<file path="src/rtl/oneshot_arb_pkg.sv">
// oneshot_arb_pkg: shared types and helpers for oneshot_arbiter.
//   state_t  - arbiter FSM state (IDLE, COUNT, END), encoded from ST_* constants
//   pick_t   - result of a round-robin search {found, idx}
//   rr_pick  - first set pending bit searching upward from rr+1, modulo n
package oneshot_arb_pkg;

  localparam int MAX_CH = 16;

  localparam logic [1:0] ST_IDLE  = 2'd0;
  localparam logic [1:0] ST_COUNT = 2'd1;
  localparam logic [1:0] ST_END   = 2'd2;

  typedef enum logic [1:0] {
    IDLE  = ST_IDLE,
    COUNT = ST_COUNT,
    END   = ST_END
  } state_t;

  typedef struct packed {
    logic       found;
    logic [3:0] idx;
  } pick_t;

  // Search n channels starting just after rr. Bits at or above n are ignored,
  // so callers zero-extend their pending vector to MAX_CH.
  function automatic pick_t rr_pick(input logic [MAX_CH-1:0] pending,
                                    input logic [3:0]        rr,
                                    input int unsigned       n);
    pick_t       p;
    int unsigned c;
    p = '0;
    for (int unsigned k = 1; k <= MAX_CH; k++) begin
      c = (32'(rr) + k) % n;
      if (k <= n && !p.found && pending[c[3:0]]) begin
        p.found = 1'b1;
        p.idx   = c[3:0];
      end
    end
    return p;
  endfunction

endpackage

</file>
<file path="src/rtl/oneshot_arbiter_if.sv">
// oneshot_arbiter_if: requester/consumer signal bundle of oneshot_arbiter.
//   TRG      per-channel trigger (rising edge requests a pulse)
//   CLR_N    per-channel active-low clear
//   Q / Q_N  per-channel pulse output and its complement
//   BUSY     timer granted
//   GRANT_ID index of the granted (or last granted) channel
// master drives triggers/clears, slave (the arbiter) drives the outputs.
interface oneshot_arbiter_if #(
  parameter int NUM_CH   = 4,
  parameter int ID_WIDTH = $clog2(NUM_CH)
);
  logic [NUM_CH-1:0]   TRG;
  logic [NUM_CH-1:0]   CLR_N;
  logic [NUM_CH-1:0]   Q;
  logic [NUM_CH-1:0]   Q_N;
  logic                BUSY;
  logic [ID_WIDTH-1:0] GRANT_ID;

  modport master (output TRG, CLR_N, input Q, Q_N, BUSY, GRANT_ID);
  modport slave  (input TRG, CLR_N, output Q, Q_N, BUSY, GRANT_ID);
endinterface

</file>
<file path="src/rtl/oneshot_edge_det.sv">
// oneshot_edge_det: registered rising-edge detector for one trigger line.
//   clk_i  clock
//   rst_i  synchronous active-high reset (previous value forced low)
//   trg_i  trigger input
//   det_o  high in the cycle trg_i is high and was low the cycle before
module oneshot_edge_det (
  input  logic clk_i,
  input  logic rst_i,
  input  logic trg_i,
  output logic det_o
);
  logic prev_q;

  always_ff @(posedge clk_i) begin
    if (rst_i) prev_q <= 1'b0;
    else       prev_q <= trg_i;
  end

  assign det_o = trg_i & ~prev_q;
endmodule

</file>
<file path="src/rtl/oneshot_arbiter.sv">
// oneshot_arbiter: one shared one-shot timer, round-robin granted to NUM_CH
// edge-triggered requesters. The granted channel's Q is high for COUNTS clocks.
//   CLK       system clock
//   RESET     synchronous active-high reset
//   bus       oneshot_arbiter_if.slave: TRG, CLR_N in; Q, Q_N, BUSY, GRANT_ID out
// Build option: define ONESHOT_ARB_RETRIG_EN to make a new edge on the active
// channel restart its pulse; otherwise such an edge is dropped.
module oneshot_arbiter import oneshot_arb_pkg::*; #(
  parameter int NUM_CH    = 4,
  parameter int COUNTS    = 1000,
  parameter int BIT_WIDTH = $clog2(COUNTS),
  parameter int ID_WIDTH  = $clog2(NUM_CH)
) (
  input  logic               CLK,
  input  logic               RESET,
  oneshot_arbiter_if.slave   bus
);

  state_t                state_q, state_d;
  logic [BIT_WIDTH-1:0]  cnt_q, cnt_d;
  logic [NUM_CH-1:0]     pend_q, pend_d;
  logic [ID_WIDTH-1:0]   gid_q, gid_d;
  logic [ID_WIDTH-1:0]   rr_q, rr_d;
  logic [NUM_CH-1:0]     det;
  logic                  busy;
  logic                  gnt;
  pick_t                 pick;

  for (genvar i = 0; i < NUM_CH; i++) begin : g_det
    oneshot_edge_det u_det (
      .clk_i (CLK),
      .rst_i (RESET),
      .trg_i (bus.TRG[i]),
      .det_o (det[i])
    );
  end

  assign busy = (state_q == COUNT);
  assign pick = rr_pick(MAX_CH'(pend_q), 4'(rr_q), NUM_CH);
  assign gnt  = (state_q == IDLE) && pick.found;

  always_comb begin
    pend_d = pend_q;
    for (int i = 0; i < NUM_CH; i++) begin
      if (!bus.CLR_N[i])
        pend_d[i] = 1'b0;
      // an edge on the channel currently pulsing never queues another pulse
      else if (det[i] && !(busy && gid_q == ID_WIDTH'(i)))
        pend_d[i] = 1'b1;
      else if (gnt && pick.idx == 4'(i))
        pend_d[i] = 1'b0;
    end
  end

  always_comb begin
    state_d = state_q;
    cnt_d   = cnt_q;
    gid_d   = gid_q;
    rr_d    = rr_q;
    case (state_q)
      IDLE: begin
        if (pick.found) begin
          gid_d   = ID_WIDTH'(pick.idx);
          rr_d    = ID_WIDTH'(pick.idx);
          cnt_d   = '0;
          state_d = COUNT;
        end
      end
      COUNT: begin
        if (!bus.CLR_N[gid_q])
          state_d = END;
`ifdef ONESHOT_ARB_RETRIG_EN
        else if (det[gid_q])
          cnt_d = '0;                     // restart: COUNTS more cycles from here
`endif
        else if (cnt_q == BIT_WIDTH'(COUNTS - 1))
          state_d = END;                  // no increment on the last cycle: no wrap
        else
          cnt_d = cnt_q + BIT_WIDTH'(1);
      end
      END: begin
        cnt_d   = '0;
        state_d = IDLE;
      end
      default: begin
        cnt_d   = '0;
        state_d = IDLE;
      end
    endcase
  end

  always_ff @(posedge CLK) begin
    if (RESET) begin
      state_q <= IDLE;
      cnt_q   <= '0;
      pend_q  <= '0;
      gid_q   <= '0;
      rr_q    <= ID_WIDTH'(NUM_CH - 1);  // first search starts at channel 0
    end else begin
      state_q <= state_d;
      cnt_q   <= cnt_d;
      pend_q  <= pend_d;
      gid_q   <= gid_d;
      rr_q    <= rr_d;
    end
  end

  assign bus.Q        = busy ? (NUM_CH'(1) << gid_q) : '0;
  assign bus.Q_N      = ~bus.Q;
  assign bus.BUSY     = busy;
  assign bus.GRANT_ID = gid_q;

endmodule
</file>
<file path="src/flat_wrapper.sv">
// flat-port wrapper written by rule: the top's interface ports become plain ports
module oneshot_arbiter_flat import oneshot_arb_pkg::*;
#(
  parameter int NUM_CH    = 4,
  parameter int COUNTS    = 1000,
  parameter int BIT_WIDTH = $clog2(COUNTS),
  parameter int ID_WIDTH  = $clog2(NUM_CH)
)
  (CLK, RESET, bus_TRG, bus_CLR_N, bus_Q, bus_Q_N, bus_BUSY, bus_GRANT_ID);
  oneshot_arbiter_if #(.NUM_CH(NUM_CH), .ID_WIDTH(ID_WIDTH)) bus_i ();
  input  logic CLK;
  input  logic RESET;
  input wire logic [$bits(bus_i.TRG)-1:0] bus_TRG;
  input wire logic [$bits(bus_i.CLR_N)-1:0] bus_CLR_N;
  output wire logic [$bits(bus_i.Q)-1:0] bus_Q;
  output wire logic [$bits(bus_i.Q_N)-1:0] bus_Q_N;
  output wire logic [$bits(bus_i.BUSY)-1:0] bus_BUSY;
  output wire logic [$bits(bus_i.GRANT_ID)-1:0] bus_GRANT_ID;
  assign bus_i.TRG = bus_TRG;
  assign bus_i.CLR_N = bus_CLR_N;
  assign bus_Q = bus_i.Q;
  assign bus_Q_N = bus_i.Q_N;
  assign bus_BUSY = bus_i.BUSY;
  assign bus_GRANT_ID = bus_i.GRANT_ID;
  oneshot_arbiter #(.NUM_CH(NUM_CH), .COUNTS(COUNTS), .BIT_WIDTH(BIT_WIDTH), .ID_WIDTH(ID_WIDTH)) u_core (.CLK(CLK), .RESET(RESET), .bus(bus_i));
endmodule
</file>
<file path="config.mk">
export PLATFORM = sky130hd
export DESIGN_NAME = oneshot_arbiter_flat
export DESIGN_NICKNAME = d
export VERILOG_FILES = /design/src/rtl/oneshot_arb_pkg.sv /design/src/rtl/oneshot_arbiter_if.sv /design/src/rtl/oneshot_edge_det.sv /design/src/rtl/oneshot_arbiter.sv /design/src/flat_wrapper.sv
export SDC_FILE = /design/constraint.sdc
export NUM_CORES = 1
export LEC_CHECK = 0
export BUFFER_PORTS_ARGS = -buffer_cell sky130_fd_sc_hd__buf_2
export CAP_MARGIN = 20
export CORE_ASPECT_RATIO = 1.5
export CORE_MARGIN = 10
export CORE_UTILIZATION = 40
export DETAILED_ROUTE_END_ITERATION = 8
export PLACE_DENSITY_LB_ADDON = 0.3
export SYNTH_ARGS = -nofsm -noshare
export SYNTH_HDL_FRONTEND = slang
export SYNTH_SLANG_ARGS = --single-unit
</file>
<file path="constraint.sdc">
create_clock -name CLK -period 1.6 [get_ports CLK]
set_input_delay 0.16 -clock CLK [delete_from_list [all_inputs] [get_ports CLK]]
set_output_delay 0.16 -clock CLK [all_outputs]
set_load 0.01 [all_outputs]
</file>
Word level (Yosys, flattened, before mapping)
Index checks and enable logic that the tools add are counted.
Operators by class
  add/subtract/negate cells: 5
  $mul: 0
  div/mod/pow operators: 0
  order comparisons: 5
  equal/unequal tests: 12
  shifts and indexed selects: 1
  mux-type cells: 31
  bitwise gates (word level): 13
  reduce and logical (&&, ||, !) cells: 37
Operators with widths (number)
  $mux 10: 3
  $lt 2x5->1 const B: 4
  $mux 5: 4
  $pmux 10 s2: 1
  $logic_and 1x1->1: 16
  $mux 1: 13
  $add 10x1->10 const B: 1
  $bmux 1 s2: 5
  $eq 10x10->1 const B: 1
  $eq 4x2->1 const B: 2
  $not 1->1: 8
  $reduce_bool 2->1: 4
  $reduce_or 2->1: 4
  $logic_not 1->1: 7
  $mux 2: 3
  $add 2x1->2 const B: 2
  $add 2x2->2 const B: 2
  $and 1x1->1: 4
  $eq 2x1->1 const B: 2
  $eq 2x2->1 const B: 2
  $eq 4x1->1 const B: 1
  $logic_not 2->1: 2
  $logic_not 4->1: 1
  $mux 4: 1
  9 further kinds: 11
Storage, ports and cells
  register bits after elaboration: 24
  bits in latches: 0
  memory bits (writable): 0
  bits in read-only memories: 0
  input port bits: 10
  output and inout port bits: 11
  logic and storage cells: 116
  memories: 0

Logic depth before layout (Yosys ltp)
Gate-level depths: netlist of run 1.
  depth in word-level cells: 17
  gate-level depth with buffers: 6
  depth with buffers taken out: 6

Cells and area by module
Synthesis of run 1 repeated with hierarchy kept, for this count alone.
Second synthesis, totals
  cell total of the unflattened synthesis: 152
  area total of the unflattened synthesis: 1311.3 µm²
Modules (own cells, without submodules)
  oneshot_arbiter: times used 1, cells an instance 140, area an instance 1121.1 µm², sequential area each 400.4 µm²
  oneshot_edge_det: times used 4, cells an instance 3, area an instance 47.5 µm², sequential area each 20.0 µm²

Worst setup path after synthesis of run 1
OpenSTA, ideal clock, no wires.
  kind: register to register
  from: register u_core.gid_q[0] (netlist: u_core.bus.GRANT_ID[0])
  to: register u_core.cnt_q[8]
  setup time: 72 ps
  arrival: 1689 ps
  setup slack: -162 ps
  stages on the path, launching flop included: 6
  buffers on the path: 0
  cells stage by stage: dfxtp_1 mux4_1 o31ai_2 a21o_1 or4_1 a21oi_1
Between the ends
  cells in the longest elaborated chain, start to end: 4
Ends and longest elaborated chain
  from (decl): RTL line oneshot_arbiter.sv:22  | logic [ID_WIDTH-1:0] gid_q, gid_d;
  from (signal assigned): RTL line oneshot_arbiter.sv:103  | gid_q <= gid_d;
  $bmux 1 s2: RTL line oneshot_arbiter.sv:70  | if (!bus.CLR_N[gid_q])
  $mux 1 (not written as such): RTL line oneshot_arbiter.sv:70
  $ne 2x2->1 (no source line)
  $reduce_and 3->1 (no source line)
  to (signal assigned): RTL line oneshot_arbiter.sv:101  | cnt_q <= cnt_d;
  to (decl): RTL line oneshot_arbiter.sv:20  | logic [BIT_WIDTH-1:0] cnt_q, cnt_d;
No other way between the ends. The select of a mux whose other input is x is not followed.
A chain may end at the register's enable or synchronous reset.

Worst setup path in the final report of run 1
  from: register u_core.pend_q[0]
  to: register u_core.cnt_q[5]
Between the ends
  cells in the longest elaborated chain, start to end: 14
  elaborated cells between the ends (all ways): 20
  those cells by class: eq/ne: 1; mux: 12; reduce/logical: 7
Ends and longest elaborated chain
  from (decl): RTL line oneshot_arbiter.sv:21  | logic [NUM_CH-1:0] pend_q, pend_d;
  from (signal assigned): RTL line oneshot_arbiter.sv:102  | pend_q <= pend_d;
  $bmux 1 s2: RTL line oneshot_arb_pkg.sv:34  | if (k <= n && !p.found && pending[c[3:0]]) begin
  $mux 1 (not written as such): RTL line oneshot_arb_pkg.sv:34
  $mux 5: RTL line oneshot_arb_pkg.sv:34
  $logic_not 1->1: RTL line oneshot_arb_pkg.sv:34
  $logic_and 1x1->1: RTL line oneshot_arb_pkg.sv:34
  $mux 5: RTL line oneshot_arb_pkg.sv:34
  $logic_not 1->1: RTL line oneshot_arb_pkg.sv:34
  $logic_and 1x1->1: RTL line oneshot_arb_pkg.sv:34
  $mux 5: RTL line oneshot_arb_pkg.sv:34
  $logic_not 1->1: RTL line oneshot_arb_pkg.sv:34
  $logic_and 1x1->1: RTL line oneshot_arb_pkg.sv:34
  $mux 5 *: RTL line oneshot_arb_pkg.sv:34
  $ne 2x1->1 (no source line) *
  $reduce_and 3->1 (no source line) *
Mark *: on every way between the ends. The rest lies on a longest branch, timed or not. The select of a mux whose other input is x is not followed.

==> metrics.md, run 1 <==
| Metric | Value |
|---|---|
| Rows | 23 |
| Yosys top cell by area | dfxtp_1 |
| Psw | 412 uW |
| RSZ-0062 raised after global routing | true |
| Number of buffers created by CTS | 3 |
| Clock-pin slew on the worst setup and hold paths | 90 ps |
| Crit. End Element | flip-flop |
| RePlAce Congestion | 0.908 |
| Critical path peak fanout | 5 |
| Combinational group share of total power | 0.255 |
| Syn avg cell area | 8.40 um^2 |
| Die width | between 60 and 70 um |
| Critical path data arrival time | 1870 ps |
| DRT Wirelength | 3340 um |
| Yosys top cell area share | 0.421 |
| Post-DP HPWL | 2540 um |
| Hold Crit Class | input port to flip-flop |
| Final slew viol count | 0 |
| Synth warn | 0 |
| Seq pwr share | 0.457 |
| CTS Buffer Depth | 2 |
| WL met3 | 79 um |
| Syn-to-layout area delta | 45.8% |
| Highest routed layer | met4 |
| Hold Path Origin | bus_TRG[2] |
| TritonRoute pass-1 iters | 4 |
| Final std cells w/o fill | 223 |
| Tcrit/Tclk final | 1.06 |
| Fin nets | 198 |
| Pwr dens | 869 nW/um^2 |
| Slew margin rel. | 0.627 |
| ANT cells | 0 |
| Share of layout cells above drive strength 1 | 0.419 |
| I/O pin count | 21 |
| Clk Latency, worst-skew pair | 270 ps |
| Worst-Margin Slew | 555 ps |
| Crit. Startpoint | u_core.pend_q[0] |
| Die height | about 85 um |
| Post-synthesis sequential area ratio | 0.421 |
| Worst r2r src | u_core.pend_q[0] |
| Worst EP required | 1780 ps |
| Max Cap Viol | 0 |
| Routed vias/inst | 5.26 |
| Unique masters post-synth | 38 |
| Top_reg_cell synth | dfxtp_1 |
| Post-route antenna net violation count | 0 |
| Failing checks | setup timing |
| Vias in the first global route | 1252 |
| Initial antenna violation count | 0 |
| Syn nets | 147 |
| Status | complete, but fails checks |
| Cell total after placement | 215 |
| Int Pwr | 1030 uW |
| Global route overflow | 0 |
| Final Critical Period | 1700 ps |
| Final Skew | 7.09 ps |
| Pre-CTS WS | -89.6 ps |
| Final setup margin | -98.5 ps |
| Core area | around 2700 um^2 |
| Routed length on met2 | 2000 um |
| Number of H-tree levels | 1 |
| Most frequent cells in the layout | 25 x buf_4, 19 x buf_2, 17 x nor2_1 |
| Buffers on Ports | 20 |
| DRC violations left | 0 |
| FFs w/ async S/R, synth | 0 |
| Type of origin of the critical path | flip-flop |
| Most common cell after layout, fill and taps aside | buf_4 |
| Fmax | between 0.5 and 0.6 GHz |
| Final hold vios | 0 |
| Sw Ratio | 0.285 |
| All-Layer GR Usage | 0.125 |
| Starting Density | 0.422 |
| WL met1 | around 1200 um |
| Largest net degree at the start of global routing | 17 |
| Part of the power in the clock network | 0.287 |
| Leak | roughly 0.00072 uW |
| Final setup fails | 7 |
| Global-route wire length before repair | between 5000 and 6000 um |
| Fin Hold WS | 114 ps |
| Die area | between 5000 and 6000 um^2 |
| Clock Tree Root | clkbuf_8 |
| Clock sink total | 24 |
| CP Class | flip-flop to flip-flop |
| Synth Instances | about 140 |
| Vias | 1174 |
| Top cells by area, synth | dfxtp_1 42%, nor2_1 5.9%, a21oi_1 4.8%, nand2_1 3.6%, nand2b_1 2.7% |
| Post-synth EDFFs | 0 |
| Cell Area, Synth | approximately 1100 um^2 |
| FF-to-FF setup slack | -100 ps |
| Max IR drop VDD | 528 uV |
| Synth Register Bits | 24 |
| CTS tree | built |
| Setup_tns | -428 ps |
| DR WL/cell | approximately 15 um |
| 1st-iter DRT viols | 53 |
## state kept, by name (all words and copies together), names as in the netlist
name                       cells
u_core.cnt_q                  10
u_core.pend_q                  4
u_core.bus.GRANT_ID            2
u_core.g_det.u_det.prev_q      4
u_core.rr_q                    2
u_core.state_q                 2
## stage by stage
step	power, uW	cell area [um^2]	utilization
after floorplan	830	1160	-
after global placement	959	1480	0.546
after detailed placement	970	1480	0.546
after CTS	1400	1570	0.582
after global routing	1520	1670	0.616
final	1450	1670	0.616
## what timing repair did
action / CTS / global route
hold buffers: 0 / 0
setup buffers: 1 / 3
endpoints found under the setup margin: 13 / 19
pin swaps: 4 / 3
resized for setup: 7 / 21
## worst max-delay path, cell delays in order, from the launching register on
cell and delay, ps:
dfxtp_2 350, nor4_4 380, nor3b_4 280, buf_6 130, a211o_1 160, buf_6 110, xor2_1 140, nor2_1 50
## Yosys cell counts, types with 2 or more instances
library cell / n
dfxtp_1: 24
nor2_1: 18
a21oi_1: 11
nand2_1: 11
inv_1: 6
nand2b_1: 5
nor2b_1: 5
nand3b_1: 4
nor3_1: 4
o21ai_0: 4
or3_1: 4
nand3_1: 3
nand4_1: 3
o31ai_1: 3
or4_1: 3
a211o_1: 2
clkbuf_1: 2
nor3b_1: 2
o211ai_1: 2
o21bai_1: 2
## per-layer routing
| metal | vias up | global-route usage |
|---|---|---|
| li1 | 594 | - |
| met1 | 554 | 0.102 |
| met2 | 16 | 0.248 |
| met3 | 10 | 0.0276 |
| met4 | 0 | 0.0938 |
| met5 | - | 0 |
## area by class of cell
cell class                 instances  area, um^2
fill                             261        1040
inverter                           6        22.5
tap                               37        46.3
sequential                        24         498
multi-input combinational        104         716
timing repair buffer              48         328
clock buffer                       4        55.1
## path summary, 6_finish.rpt
check                            endpoint  cells past startpoint
max reg2reg               u_core.cnt_q[5]                      7
min reg2reg              u_core.pend_q[3]                      2
max                       u_core.cnt_q[5]                      7
min          u_core.g_det[2].u_det.prev_q                      2
## kinds of logic after synthesis
| family | count (synthesis) | share of synthesized area |
|---|---|---|
| and+or+nand+nor | 67 | 0.311 |
| AOI/OAI and AO/OA | 32 | 0.184 |
| DFF | 24 | 0.421 |
| buffers and inverters | 8 | 0.0263 |
| xor gates and xnor gates | 2 | 0.0153 |
| muxes | 2 | 0.0318 |
| adders and majority gates | 1 | 0.0110 |
## power by group through the flow
stage	Combinational, uW	Sequential [uW]	Clock (uW)
6_report	370	662	416
3_3_place_gp	294	665	0
2_1_floorplan	159	671	0
5_1_grt	410	666	448
4_1_cts	318	659	422
3_5_place_dp	302	668	0
Power figures use the tool's default switching activity.
==> inputs of run 2 (changes only) <==
Settings changed: PLACE_DENSITY_LB_ADDON 0.3 to 0.08.
==> metrics.md, run 2 (synthesis results as in run 1) <==
| Metric | Value |
|---|---|
| Final slew viol count | 0 |
| RePlAce Congestion | 0.833 |
| Slowest cell on the critical path | mux4_2 |
| Crit. Startpoint | u_core.bus.GRANT_ID[0] |
| CP Class | flip-flop to flip-flop |
| I/O pin count | 21 |
| Part of the power in the clock network | 0.347 |
| Most common cell after layout, fill and taps aside | buf_4 |
| Share of layout cells above drive strength 1 | 0.395 |
| DRT Wirelength | about 3300 um |
| Crit path largest cell delay | 520 ps |
| Fin nets | about 200 |
| Core area | 2710 um^2 |
| All-Layer GR Usage | 0.117 |
| DR WL/cell | 14.6 um |
| Status | complete, but fails checks |
| Largest net degree at the start of global routing | 17 |
| Psw | 392 uW |
| Type of origin of the critical path | flip-flop |
| Pre-CTS WS | -40.6 ps |
| Worst EP required | 1770 ps |
| 1st-iter DRT viols | 52 |
| Final hold vios | 0 |
| Failing checks | setup timing |
| Largest registers | u_core.cnt_q x10, u_core.g_det.u_det.prev_q x4, u_core.pend_q x4 |
| Max reg flops | 10 |
| Die width | between 60 and 70 um |
| Worst r2r src | u_core.bus.GRANT_ID[0] |
| Vias | between 1000 and 1500 |
| Syn-to-layout area delta | 43.9% |
| Crit path to | u_core.cnt_q[5] |
| Sw Ratio | 0.258 |
| TritonRoute pass-1 iters | 4 |
| Most frequent cells in the layout | 26 x buf_4, 19 x buf_2, 18 x nor2_1 |
| Leak | 0.000712 uW |
| Routed vias/inst | 5.23 |
| Post-DP HPWL | 2590 um |
| Worst R2R Path Depth | 6 |
| Vias in the first global route | ~1200 |
| Fmax | roughly 0.61 GHz |
| Final Critical Period | about 1600 ps |
| Clock Tree Root | clkbuf_8 |
| FF-to-FF setup slack | -40 ps |
| ANT cells | 0 |
| Slew margin rel. | 0.800 |
| Hold Crit Class | input port to flip-flop |
| Clk Latency, worst-skew pair | around 270 ps |
| Seq pwr share | 0.431 |
| Cell total after placement | 214 |
| Hold Crit Depth | 3 |
| Initial antenna violation count | 0 |
| Tcrit/Tclk final | 1.03 |
| Final Skew | 8.57 ps |
| Crit. End Element | flip-flop |
| Clock sink total | 24 |
| Max IR drop VDD | 643 uV |
| Pwr Total | 1520 uW |
| Pwr dens | 923 nW/um^2 |
| Global route overflow | 0 |
| Reg-to-reg endpoint | u_core.cnt_q[5] |
| RSZ-0062 raised after global routing | true |
| Crit-path cells | mux4_2 > o31ai_4 > a211o_1 > buf_4 > xor2_1 > nor2_1 |
| Critical path data arrival time | 1810 ps |
| Die height | 85.5 um |
| Final setup margin | -40.6 ps |
| Top reg by flops | u_core.cnt_q |
| Int Pwr | around 1100 uW |
| Global-route wire length before repair | 5200 um |
| CTS Buffer Depth | 2 |
| CTS tree | built |
| Starting Density | 0.422 |
| Rows | 23 |
| Buffers on Ports | 20 |
| Die area | ~5400 um^2 |
| Worst-Margin Slew | 297 ps |
| Final std cells w/o fill | 222 |
| Clock-pin slew on the worst setup and hold paths | 90 ps |
| Post-route antenna net violation count | 0 |
| Max Cap Viol | 0 |
| Number of buffers created by CTS | 3 |
| Combinational group share of total power | 0.222 |
| Final setup fails | 4 |
| Number of H-tree levels | 1 |
| DRC violations left | 0 |
| Critical path peak fanout | 5 |
| CTS hold repair buffers | 0 |
run 2: worst max-delay path, delay by kind of cell (launching register included):
| family | cells | cell delay [ps] |
|---|---|---|
| multiplexers | 1 | 520 |
| AO/OA/AOI/OAI | 2 | 330 |
| XOR/XNOR | 1 | 140 |
| AND/OR/NAND/NOR | 1 | 50 |
| flip-flops | 1 | 360 |
| buffers and inverters | 1 | 130 |
run 2: through the flow:
| stage | utilization | cell area [um^2] | hold WS [ps] | TNS (ps) |
|---|---|---|---|---|
| 6_report | 0.608 | 1640 | 125 | -81.2 |
| 3_5_place_dp | 0.543 | 1470 | 392 | -110 |
| 5_1_grt | 0.608 | 1640 | 122 | -991 |
| 4_1_cts | 0.577 | 1560 | 122 | -135 |
| 3_3_place_gp | 0.543 | 1470 | 385 | -4.82 |
| 2_1_floorplan | - | 1160 | 232 | 0 |
run 2: how the worst min path moves through the flow:
stage | start | endpoint | slack [ps]
6_report | bus_CLR_N[3] | u_core.pend_q[3] | 130
5_1_grt | bus_TRG[3] | u_core.g_det[3].u_det.prev_q | 120
4_1_cts | bus_TRG[2] | u_core.g_det[2].u_det.prev_q | 120
3_5_place_dp | bus_TRG[2] | u_core.g_det[2].u_det.prev_q | 390
3_3_place_gp | bus_TRG[0] | u_core.g_det[0].u_det.prev_q | 390
2_1_floorplan | RESET | u_core.g_det[0].u_det.prev_q | 230
run 2: final cells by class:
cell class,count,area [um^2]
tap,37,46.3
inverter,6,22.5
sequential,24,499
fill,274,1060
multi-input combinational,104,692
clock inverter,1,30.0
clock buffer,3,41.3
timing repair buffer,47,313
run 2: what timing repair did:
item,CTS,global route
pin swaps,2,6
buffers inserted,1,3
gates resized for setup,5,18
endpoints found under the setup margin,8,16
hold endpoints to repair,0,0
run 2: power groups by stage:
stage | Clock (uW) | Sequential, uW | Combinational [uW]
global route | 566 | 660 | 370
detailed placement | 0 | 669 | 297
finish | 526 | 655 | 337
global placement | 0 | 667 | 291
floorplan | 0 | 671 | 159
CTS | 540 | 656 | 315
run 2: layer usage:
| metal | part of all wire | vias to the layer above | track usage | wire, um |
|---|---|---|---|---|
| met5 | 0 | - | 0 | 0 |
| met4 | 0.020 | 0 | 0.0359 | 66 |
| met3 | 0.017 | 7 | 0.0197 | 56 |
| met2 | 0.60 | 18 | 0.245 | 1950 |
| met1 | 0.36 | 550 | 0.106 | 1180 |
| li1 | - | 587 | - | - |
==> inputs of run 3 (changes only) <==
Settings changed: CORE_MARGIN 10 to unset, GPL_TIMING_DRIVEN set to 0.
==> metrics.md, run 3 (synthesis results as in run 1) <==
| Metric | Value |
|---|---|
| Final setup fails | 8 |
| Die height | 67.5 um |
| CTS hold repair buffers | 0 |
| CTS tree | built |
| Max Cap Viol | 0 |
| Max reg flops | 10 |
| DR WL/cell | ~14 um |
| TritonRoute pass-1 iters | 4 |
| Fmax | 0.597 GHz |
| Post-DP Area | 1300 um^2 |
| DRT Wirelength | 2830 um |
| Fin Hold WS | 115 ps |
| Slowest cell on the critical path | dfxtp_4 |
| Crit path largest cell delay | around 360 ps |
| Global route overflow | 0 |
| Type of origin of the critical path | flip-flop |
| Largest net degree at the start of global routing | 14 |
| Clock-pin slew on the worst setup and hold paths | approximately 80 ps |
| Hold worst-path end | u_core.g_det[1].u_det.prev_q |
| I/O pin count | 21 |
| Status | complete, but fails checks |
| Clock sink total | 24 |
| Final slew viol count | 0 |
| Vias in the first global route | 994 |
| Hold Path Origin | bus_TRG[1] |
| Worst EP required | 1810 ps |
| Post-DP HPWL | 2000 um |
| Syn-to-layout area delta | 32.5% |
| Number of H-tree levels | 1 |
| Max IR drop VDD | between 500 and 600 uV |
| CP Depth | 5 |
| RePlAce Congestion | 0.751 |
| Top reg by flops | u_core.cnt_q |
| Routed vias/inst | 5.28 |
| Top delay family on crit path | compound AO/OA/AOI/OAI gates |
| All-Layer GR Usage | 0.193 |
| Global-route wire length before repair | between 4000 and 5000 um |
| Clock Tree Root | clkbuf_8 |
| Clk Latency, worst-skew pair | 270 ps |
| Buffers on Ports | 20 |
| Number of buffers created by CTS | 3 |
| Slew margin rel. | 0.658 |
| Starting Density | 0.422 |
| Share of layout cells above drive strength 1 | 0.373 |
| Failing checks | setup timing |
| Most frequent cells in the layout | 20 x buf_2, 17 x nor2_1, 11 x nand2_1, 11 x dfxtp_2 |
| Worst-Margin Slew | 509 ps |
| Final Critical Period | 1680 ps |
| Reg-to-reg endpoint | u_core.cnt_q[7] |
| Pwr dens | 893 nW/um^2 |
| DRC violations left | 0 |
| ANT cells | 0 |
| Vias | 1071 |
| Worst r2r src | u_core.bus.GRANT_ID[0] |
| RSZ-0062 raised after global routing | true |
| Tcrit/Tclk final | 1.05 |
| FF-to-FF setup slack | -80 ps |
| Crit-path cells | mux4_2 > o31ai_4 > a211o_1 > or3_1 > a21oi_2 |
| Critical path buffer and inverter count | 0 |
| Final hold vios | 0 |
| Final Skew | 3.16 ps |
| Final Instance Area | 1510 um^2 |
| Most common cell after layout, fill and taps aside | buf_2 |
| Final setup margin | -76.1 ps |
| Core area | 2710 um^2 |
| Crit. End Element | flip-flop |
| Hold Crit Depth | 2 |
| Leak | 0.000601 uW |
| 1st-iter DRT viols | 15 |
| Largest registers | u_core.cnt_q x10, u_core.g_det.u_det.prev_q x4, u_core.pend_q x4 |
| Fin nets | around 180 |
| Die area | 3080 um^2 |
| CTS Buffer Depth | 2 |
| Initial antenna violation count | 0 |
| Rows | 23 |
| Die width | 45.6 um |
| Fillers | 290 |
| Critical path data arrival time | 1880 ps |
| Critical path peak fanout | 5 |
| CP Class | flip-flop to flip-flop |
| Worst R2R Path Depth | 5 |
| Post-route antenna net violation count | 0 |
| Hold Crit Class | input port to flip-flop |
## run 3: metrics by stage
stage          worst slack (ps)   util  power [uW]  cells  TNS (ps)
2_1_floorplan              4.40      -         830    136         0
3_3_place_gp               -156  0.482         904    193     -1040
3_5_place_dp               -198  0.482         909    193     -1480
4_1_cts                   -99.9  0.523        1310    199      -480
5_1_grt                    -157  0.560        1430    203     -1230
6_report                  -76.1  0.560        1350    203      -311
## run 3: layer usage
metal  wire, um  vias to the layer above  global-route usage
met2       1640                       10               0.368
li1           -                      551                   -
met5          0                        -                   0
met1       1100                      505               0.202
met4         43                        0              0.0795
met3         42                        5              0.0241
## run 3: power by group
part	total [uW]	internal [uW]	switching, uW
clock	365	178	187
combinational	314	149	165
sequential	672	629	43.9
total	1350	956	396
## run 3: cell type report
cell class | count | area (um^2) | share of cell area
multi-input cells | 104 | 734 | 0.485
plain buffers | 1 | 3.75 | 0.00248
flip-flops and latches | 24 | 505 | 0.334
repair buffers | 27 | 153 | 0.101
clock buffers | 4 | 45.0 | 0.0298
well taps | 37 | 46.3 | 0.0306
inverters | 6 | 26.3 | 0.0174
## run 3: how the worst max path moves through the flow
stage                                 startpoint              end
final                     u_core.bus.GRANT_ID[0]  u_core.cnt_q[7]
after global routing           u_core.state_q[1]  u_core.cnt_q[7]
after CTS                 u_core.bus.GRANT_ID[0]  u_core.cnt_q[7]
after detailed placement        u_core.pend_q[2]  u_core.cnt_q[3]
after global placement          u_core.pend_q[2]  u_core.cnt_q[3]
after floorplan           u_core.bus.GRANT_ID[0]  u_core.cnt_q[7]
## run 3: repair_timing
action / 4_1_cts / 5_1_grt
hold endpoints to repair: 0 / 0
gates cloned: 0 / 0
resized for setup: 12 / 21
setup endpoints to repair: 15 / 16
buffers inserted: 3 / 4
pin swaps: 8 / 6
